### config.mk
export PLATFORM = sky130hd
export DESIGN_NAME = ps2_host_tx
export DESIGN_NICKNAME = d
export VERILOG_FILES = /design/src/rtl/ps2_pkg.sv /design/src/rtl/ps2_sync_edge.sv /design/src/rtl/ps2_host_tx.sv
export SDC_FILE = /design/constraint.sdc
export NUM_CORES = 1
export LEC_CHECK = 0
export ABC_AREA = 1
export CORE_ASPECT_RATIO = 1.4
export CORE_UTILIZATION = 45
export DETAILED_ROUTE_END_ITERATION = 10
export MAX_ROUTING_LAYER = met4
export SYNTH_ARGS = -nofsm -noshare
export SYNTH_HDL_FRONTEND = slang
export SYNTH_HIERARCHICAL = 1
export SYNTH_SLANG_ARGS = --single-unit
### constraint.sdc
create_clock -name CLOCK_50 -period 2.1 [get_ports CLOCK_50]
set_input_delay 0.63 -clock CLOCK_50 [delete_from_list [all_inputs] [get_ports CLOCK_50]]
set_output_delay 0.63 -clock CLOCK_50 [all_outputs]
set_load 0.05 [all_outputs]
### src/rtl/ps2_pkg.sv
// rtl/ps2_pkg.sv - shared types and timing defaults for the PS/2 host transmitter
package ps2_pkg;

  typedef enum logic [2:0] {
    IDLE,
    INHIBIT,
    REQ,
    SHIFT,
    ACK,
    WAIT_IDLE
  } ps2_state_t;

  // start + 8 data + parity + stop; the host shifts all but the start bit
  localparam int PS2_FRAME_BITS  = 11;
  localparam int DEF_CLK_INHIBIT = 5000;
  localparam int DEF_TIMEOUT     = 750000;

  function automatic logic odd_parity(input logic [7:0] d);
    return ~^d;
  endfunction

endpackage

### src/rtl/ps2_sync_edge.sv
// rtl/ps2_sync_edge.sv - 2-FF synchronizer with a registered falling-edge strobe
module ps2_sync_edge (
  input  logic clk,
  input  logic rst_n,
  input  logic d,
  output logic q,
  output logic fall
);

  logic s1;
  logic q_prev;

  // PS/2 lines idle high, so every stage resets to 1 to avoid a false edge
  always_ff @(posedge clk or negedge rst_n) begin
    if (!rst_n) begin
      s1     <= 1'b1;
      q      <= 1'b1;
      q_prev <= 1'b1;
      fall   <= 1'b0;
    end else begin
      s1     <= d;
      q      <= s1;
      q_prev <= q;
      fall   <= q_prev & ~q;
    end
  end

endmodule

### src/rtl/ps2_host_tx.sv
// rtl/ps2_host_tx.sv - PS/2 host-to-device byte transmitter (inhibit, request, shift, ack)
module ps2_host_tx
  import ps2_pkg::*;
#(
  parameter int CLK_INHIBIT = DEF_CLK_INHIBIT,
  parameter int TIMEOUT     = DEF_TIMEOUT
) (
  input  logic       CLOCK_50,
  input  logic       reset_n,
  input  logic       start,
  input  logic [7:0] tx_data,
  input  logic       ps2_clk_in,
  input  logic       ps2_dat_in,
  output logic       ps2_clk_oe,
  output logic       ps2_dat_oe,
  output logic       busy,
  output logic       done,
  output logic       err
);

  localparam int CNT_MAX   = (CLK_INHIBIT > TIMEOUT) ? CLK_INHIBIT : TIMEOUT;
  localparam int CNT_W     = $clog2(CNT_MAX);
  localparam int LAST_IDX  = PS2_FRAME_BITS - 2;

  ps2_state_t                  state;
  logic [CNT_W-1:0]            cnt;
  logic [3:0]                  idx;
  logic [PS2_FRAME_BITS-2:0]   frame;
  logic                        clk_s;
  logic                        clk_fall;
  logic                        dat_s;
  logic                        dat_fall_unused;

  ps2_sync_edge u_sync_clk (
    .clk   (CLOCK_50),
    .rst_n (reset_n),
    .d     (ps2_clk_in),
    .q     (clk_s),
    .fall  (clk_fall)
  );

  ps2_sync_edge u_sync_dat (
    .clk   (CLOCK_50),
    .rst_n (reset_n),
    .d     (ps2_dat_in),
    .q     (dat_s),
    .fall  (dat_fall_unused)
  );

  always_ff @(posedge CLOCK_50 or negedge reset_n) begin
    if (!reset_n) begin
      state      <= IDLE;
      cnt        <= '0;
      idx        <= '0;
      frame      <= '0;
      ps2_clk_oe <= 1'b0;
      ps2_dat_oe <= 1'b0;
      busy       <= 1'b0;
      done       <= 1'b0;
      err        <= 1'b0;
    end else begin
      done <= 1'b0;
      err  <= 1'b0;
      case (state)
        IDLE: begin
          ps2_clk_oe <= 1'b0;
          ps2_dat_oe <= 1'b0;
          if (start) begin
            frame      <= {1'b1, odd_parity(tx_data), tx_data};
            idx        <= '0;
            cnt        <= '0;
            busy       <= 1'b1;
            ps2_clk_oe <= 1'b1;
            state      <= INHIBIT;
          end
        end

        INHIBIT: begin
          cnt <= cnt + CNT_W'(1);
          // start bit goes low in the final inhibit cycle, before clock is released
          if (cnt == CNT_W'(CLK_INHIBIT - 2)) ps2_dat_oe <= 1'b1;
          if (cnt == CNT_W'(CLK_INHIBIT - 1)) begin
            ps2_clk_oe <= 1'b0;
            cnt        <= '0;
            state      <= REQ;
          end
        end

        default: begin
          if (clk_fall) begin
            cnt <= '0;
            case (state)
              REQ: begin
                ps2_dat_oe <= ~frame[0];
                idx        <= '0;
                state      <= SHIFT;
              end
              SHIFT: begin
                if (idx == 4'(LAST_IDX)) begin
                  ps2_dat_oe <= 1'b0;
                  state      <= ACK;
                end else begin
                  idx        <= idx + 4'd1;
                  ps2_dat_oe <= ~frame[idx + 4'd1];
                end
              end
              ACK: begin
                if (dat_s) begin
                  err   <= 1'b1;
                  busy  <= 1'b0;
                  state <= IDLE;
                end else begin
                  state <= WAIT_IDLE;
                end
              end
              default: ;
            endcase
          end else if (cnt == CNT_W'(TIMEOUT - 1)) begin
            ps2_clk_oe <= 1'b0;
            ps2_dat_oe <= 1'b0;
            err        <= 1'b1;
            busy       <= 1'b0;
            state      <= IDLE;
          end else begin
            cnt <= cnt + CNT_W'(1);
            if (state == WAIT_IDLE && clk_s && dat_s) begin
              done  <= 1'b1;
              busy  <= 1'b0;
              state <= IDLE;
            end
          end
        end
      endcase
    end
  end

endmodule

* Word-level counts from Yosys, hierarchy flattened
Cells that the tools add are included.
W data, S select, Z words.
** Word-level totals
- Bits in registers :: 48
- Logic and storage cells :: 108
** Cells by class
- Add/subtract/negate cells :: 2
- Order comparisons :: 1
- Eq/ne operators :: 20
- Multiplexer cells :: 47
- Bitwise operators :: 5
- Reductions and logical operators :: 18
** Operator list (count)
- $mux W20 :: 4
- $eq A20 B13 Y1 const B :: 2
- $pmux W20 S2 :: 1
- $mux W1 :: 23
- $mux W3 :: 7
- $add A20 B1 Y20 const B :: 1
- $eq A20 B20 Y1 const B :: 1
- $pmux W4 S2 :: 2
- $reduce_and A5 Y1 :: 3
- $mux W4 :: 3
- $ne A5 B5 Y1 const B :: 2
- $ne A3 B3 Y1 const B :: 3
- $pmux W3 S3 :: 1
- $pmux W1 S2 :: 4
- $reduce_bool A4 Y1 :: 2
- $reduce_xnor A8 Y1 :: 1
- $eq A3 B2 Y1 const B :: 2
- $eq A3 B3 Y1 const B :: 2
- $ne A2 B2 Y1 const B :: 3
- $ne A6 B6 Y1 const B :: 1
- $pmux W3 S2 :: 1
- $reduce_and A3 Y1 :: 2
- $reduce_bool A3 Y1 :: 2
- $lt A4 B5 Y1 const B :: 1
- other kinds (14) :: 19

* Logic depth before layout (Yosys ltp)
- Depth in word-level cells :: 8
- Gate-level depth with buffers :: 11

* By module
Netlist, hierarchy kept.
** By module, submodules not included
- ps2_host_tx :: instances 1, cells an instance 441, area an instance 2982.9 um^2, seq. area each 1051.0 um^2
- ps2_sync_edge :: instances 2, cells an instance 6, area an instance 113.9 um^2, seq. area each 103.8 um^2

* Worst setup path after synthesis
Ideal clock, no wire load.
- Path kind :: reg-to-reg
- From :: reg cnt[0]
- To :: reg cnt[18]
- Setup time :: 0.125 ns
- Arrival time :: 1.513 ns
- Data required time :: 1.975 ns
- Path slack :: 0.463 ns
- Stages on the path, launching flop included :: 11
- Path buffers :: 1
- Clock period less this slack :: 1.637 ns
- Path through :: dfrtp_1 ha_1 nand3_4 nor2_2 nand3_2 nor2_4 nor2_4 inv_4 buf_6 nand2_1 nand3_1
** Between the ends
- Cells in the longest elaborated chain, start to end :: 4
- Elaborated cells on any way between the ends :: 9
** Ends and longest elaborated chain
- start, declared :: RTL line ps2_host_tx.sv:26 : logic [CNT_W-1:0] cnt;
- start signal, assigned :: RTL line ps2_host_tx.sv:79 : cnt <= cnt + CNT_W'(1);
- start signal, assigned :: RTL line ps2_host_tx.sv:125 : cnt <= cnt + CNT_W'(1);
- $add A20 B1 Y20 :: RTL line ps2_host_tx.sv:79, ps2_host_tx.sv:125
- $mux W20 :: RTL line ps2_host_tx.sv:118 : end else if (cnt == CNT_W'(TIMEOUT - 1)) begin
- $mux W20 :: RTL line ps2_host_tx.sv:90 : if (clk_fall) begin
- $pmux W20 S2 :: RTL line ps2_host_tx.sv:64 : case (state)
Several ways; a longest one is shown, not always the timed one. The select of a mux whose other input is x is not followed.
A chain may end at the register's enable or synchronous reset.

* Worst setup path in the final report
Same ends and word-level chain as after synthesis.

==> impl_results.md <==
- Final routed DRC violation total: 0
- CP Class: reg2reg
- Final Util: 53.83%
- Worst slew margin: 55.87%
- Min Clock Period, post-route: 1.877 ns
- Area grow syn2layout: 13.79%
- Clock buffer depth: 2
- Clock Root Buffer: clkbuf_8
- Count of input and output buffers: 17
- Unrepaired setup endpoints after global routing: false
- Total power: 3.275 mW
- Remaining antenna violation count: 0
- Mapped Area: 3149 µm²
- Clock slew at reported path FFs: 0.09 ns
- Clock skew: 0.005442 ns
- CP max FO: 19
- I/O Pins: 18
- Initial Utilization: 47.31%
- # resized after CTS: 0
- Core box area: 6656 µm²
- Syn Nets: 466
- Share of cells above drive strength 1: 11.72%
- Worst path max stage delay: 0.39 ns
- Global Route Usage Sum: 24.09%
- Fin. Hold Viols: 0
- Most frequent CP cell: nor2_4
- Vias in the first global route: 2888
- Met3 Use GR: 2.600%
- Largest net degree at the start of global routing: 29
- DRT Wirelength: 7641 µm
- Vias: 2933
- P_leak: 1.732 nW
- GR Util met1: 25.66%
- Initial antenna violation count: 0
- Most common cell after layout, fill and taps aside: nand2_1
- Setup violations, final: 0
- Hold Buf Count CTS: 0
- Gr ovfl total: 0
- # fillers: 679
- ANT cells: 0
- Clock network power share: 17.6%
- Total CTS buffers: 5
- CP Capture Type: flop
- Comb pwr share: 45.3%
- Peak supply drop: 0.7527 mV
- RePlAce Congestion: 0.9458
- Outcome: finished clean
- Highest clock rate: 532.8 MHz
- Die span in y: 101.0 µm
- Die Area: 7342 µm²
- Die width: 72.70 µm
- Global-route layer with the greatest usage: met2
- Most frequent cells in the layout: 130 x nand2_1, 56 x nand3_1, 53 x inv_1, 53 x nor2_1, 43 x dfrtp_1
- Num rows: 35
- Number of max-cap violations: 0
- Sink Count: 48
- Slew @ Worst Pin: 0.6620 ns
- Critical Path Start Type: flop
- Reg power frac: 37.1%
- CP Data Required Time: 2.29 ns
- Drt first pass iters: 5
- DR iter-0 viols: 211
- CTS tree: built
- Tcrit/Tclk final: 89.38%
- Pins Over Slew Limit: 0
- M2 GR Usage: 44.14%
- WL/cell: 13.41 µm
- Sw Ratio: 43.32%
- Vias/cell: 5.146
- Final Net Count: 494
- Post-Synthesis Cells: 449
- CP arrival: 2.07 ns
- Max H-tree Level: 2
- Post-CTS setup repair buffer count: 0
- Skew-Pair Late Insertion Delay: 0.30 ns
- CP max stage cell: dfrtp_1
- Synth warn: 6
- Hpwl dp: 5862 µm
- First-pass GRT wire length: 13050 µm
- Int Pwr: 1.856 mW
- Crit path cell chain: ha_1 > nand3_4 > nor2_2 > nand3_2 > nor2_4 > nor2_4 > inv_4 > nand2_1 > nand3_1
- Hold/Removal Path Class: in2async
- P per Cell Area: 913.9 nW/µm²
- Net Sw Power: 1.419 mW
- Post-Syn Area per Cell: 7.014 µm²
[registers in the layout, summed over array words and instances, names as in the netlist, 3 cells and up]
signal  cells
cnt        20
frame      10
idx         4
state       3
[routing by layer]
layer | vias to the layer above | share of wire (%)
met5 | - | 0
met4 | 0 | 2.9
met3 | 17 | 2.0
met2 | 57 | 53
met1 | 1365 | 42
li1 | 1494 | -
[final cells by class]
class,count,area (µm²),area share [%]
multi-input cells,333,1658,46.26
flip-flops and latches,48,1207,33.69
repair buffers,33,297.8,8.310
inverters,56,212.7,5.936
well taps,92,115.1,3.212
clock buffers,6,82.58,2.304
clock inverters,2,10.01,0.2793
[critical path: cells and delay by family (launching register included)]
| kind | cells | cell delay (ns) |
|---|---|---|
| DFF | 1 | 0.39 |
| adders and majority gates | 1 | 0.31 |
| buffers and inverters | 1 | 0.17 |
| and+or+nand+nor | 7 | 0.88 |
[final timing paths]
| kind | slack, ns | cells past startpoint | from | end |
|---|---|---|---|---|
| setup reg to reg | 0.22 | 9 | cnt[0]$_DFFE_PN0P_ | cnt[18]$_DFFE_PN0P_ |
| max in group asynchronous | 1.20 | 2 | reset_n | cnt[0]$_DFFE_PN0P_ |
| hold / removal | 0.35 | 1 | reset_n | cnt[6]$_DFFE_PN0P_ |
| setup / recovery | 0.22 | 9 | cnt[0]$_DFFE_PN0P_ | cnt[18]$_DFFE_PN0P_ |
| hold reg to reg | 0.36 | 0 | u_sync_dat/s1$_DFF_PN1_ | u_sync_dat/q$_DFF_PN1_ |
| min in group CLOCK_50 | 0.36 | 0 | u_sync_dat/s1$_DFF_PN1_ | u_sync_dat/q$_DFF_PN1_ |
[metrics by stage]
step | TNS, ns | hold WS, ns | worst slack [ns] | instances | instance area [µm²]
6_report | 0 | 0.3486 | 0.2230 | 570 | 3583
5_1_grt | 0 | 0.3645 | 0.08425 | 570 | 3583
4_1_cts | 0 | 0.3608 | 0.1979 | 570 | 3583
3_5_place_dp | -0.3634 | 0.3472 | -0.05615 | 562 | 3491
3_3_place_gp | -0.02263 | 0.3455 | -0.007746 | 562 | 3491
2_1_floorplan | 0 | 0.3344 | 0.4625 | 449 | 3149
[power groups by stage]
stage               registers (mW)  clock network [mW]  logic, mW
floorplan                     1.31                   0      0.953
global placement              1.23                   0       1.48
detailed placement            1.23                   0       1.49
CTS                           1.22               0.610       1.50
global route                  1.24               0.642       1.65
finish                        1.21               0.576       1.48
Note: power is estimated with default switching activity, not from simulation.
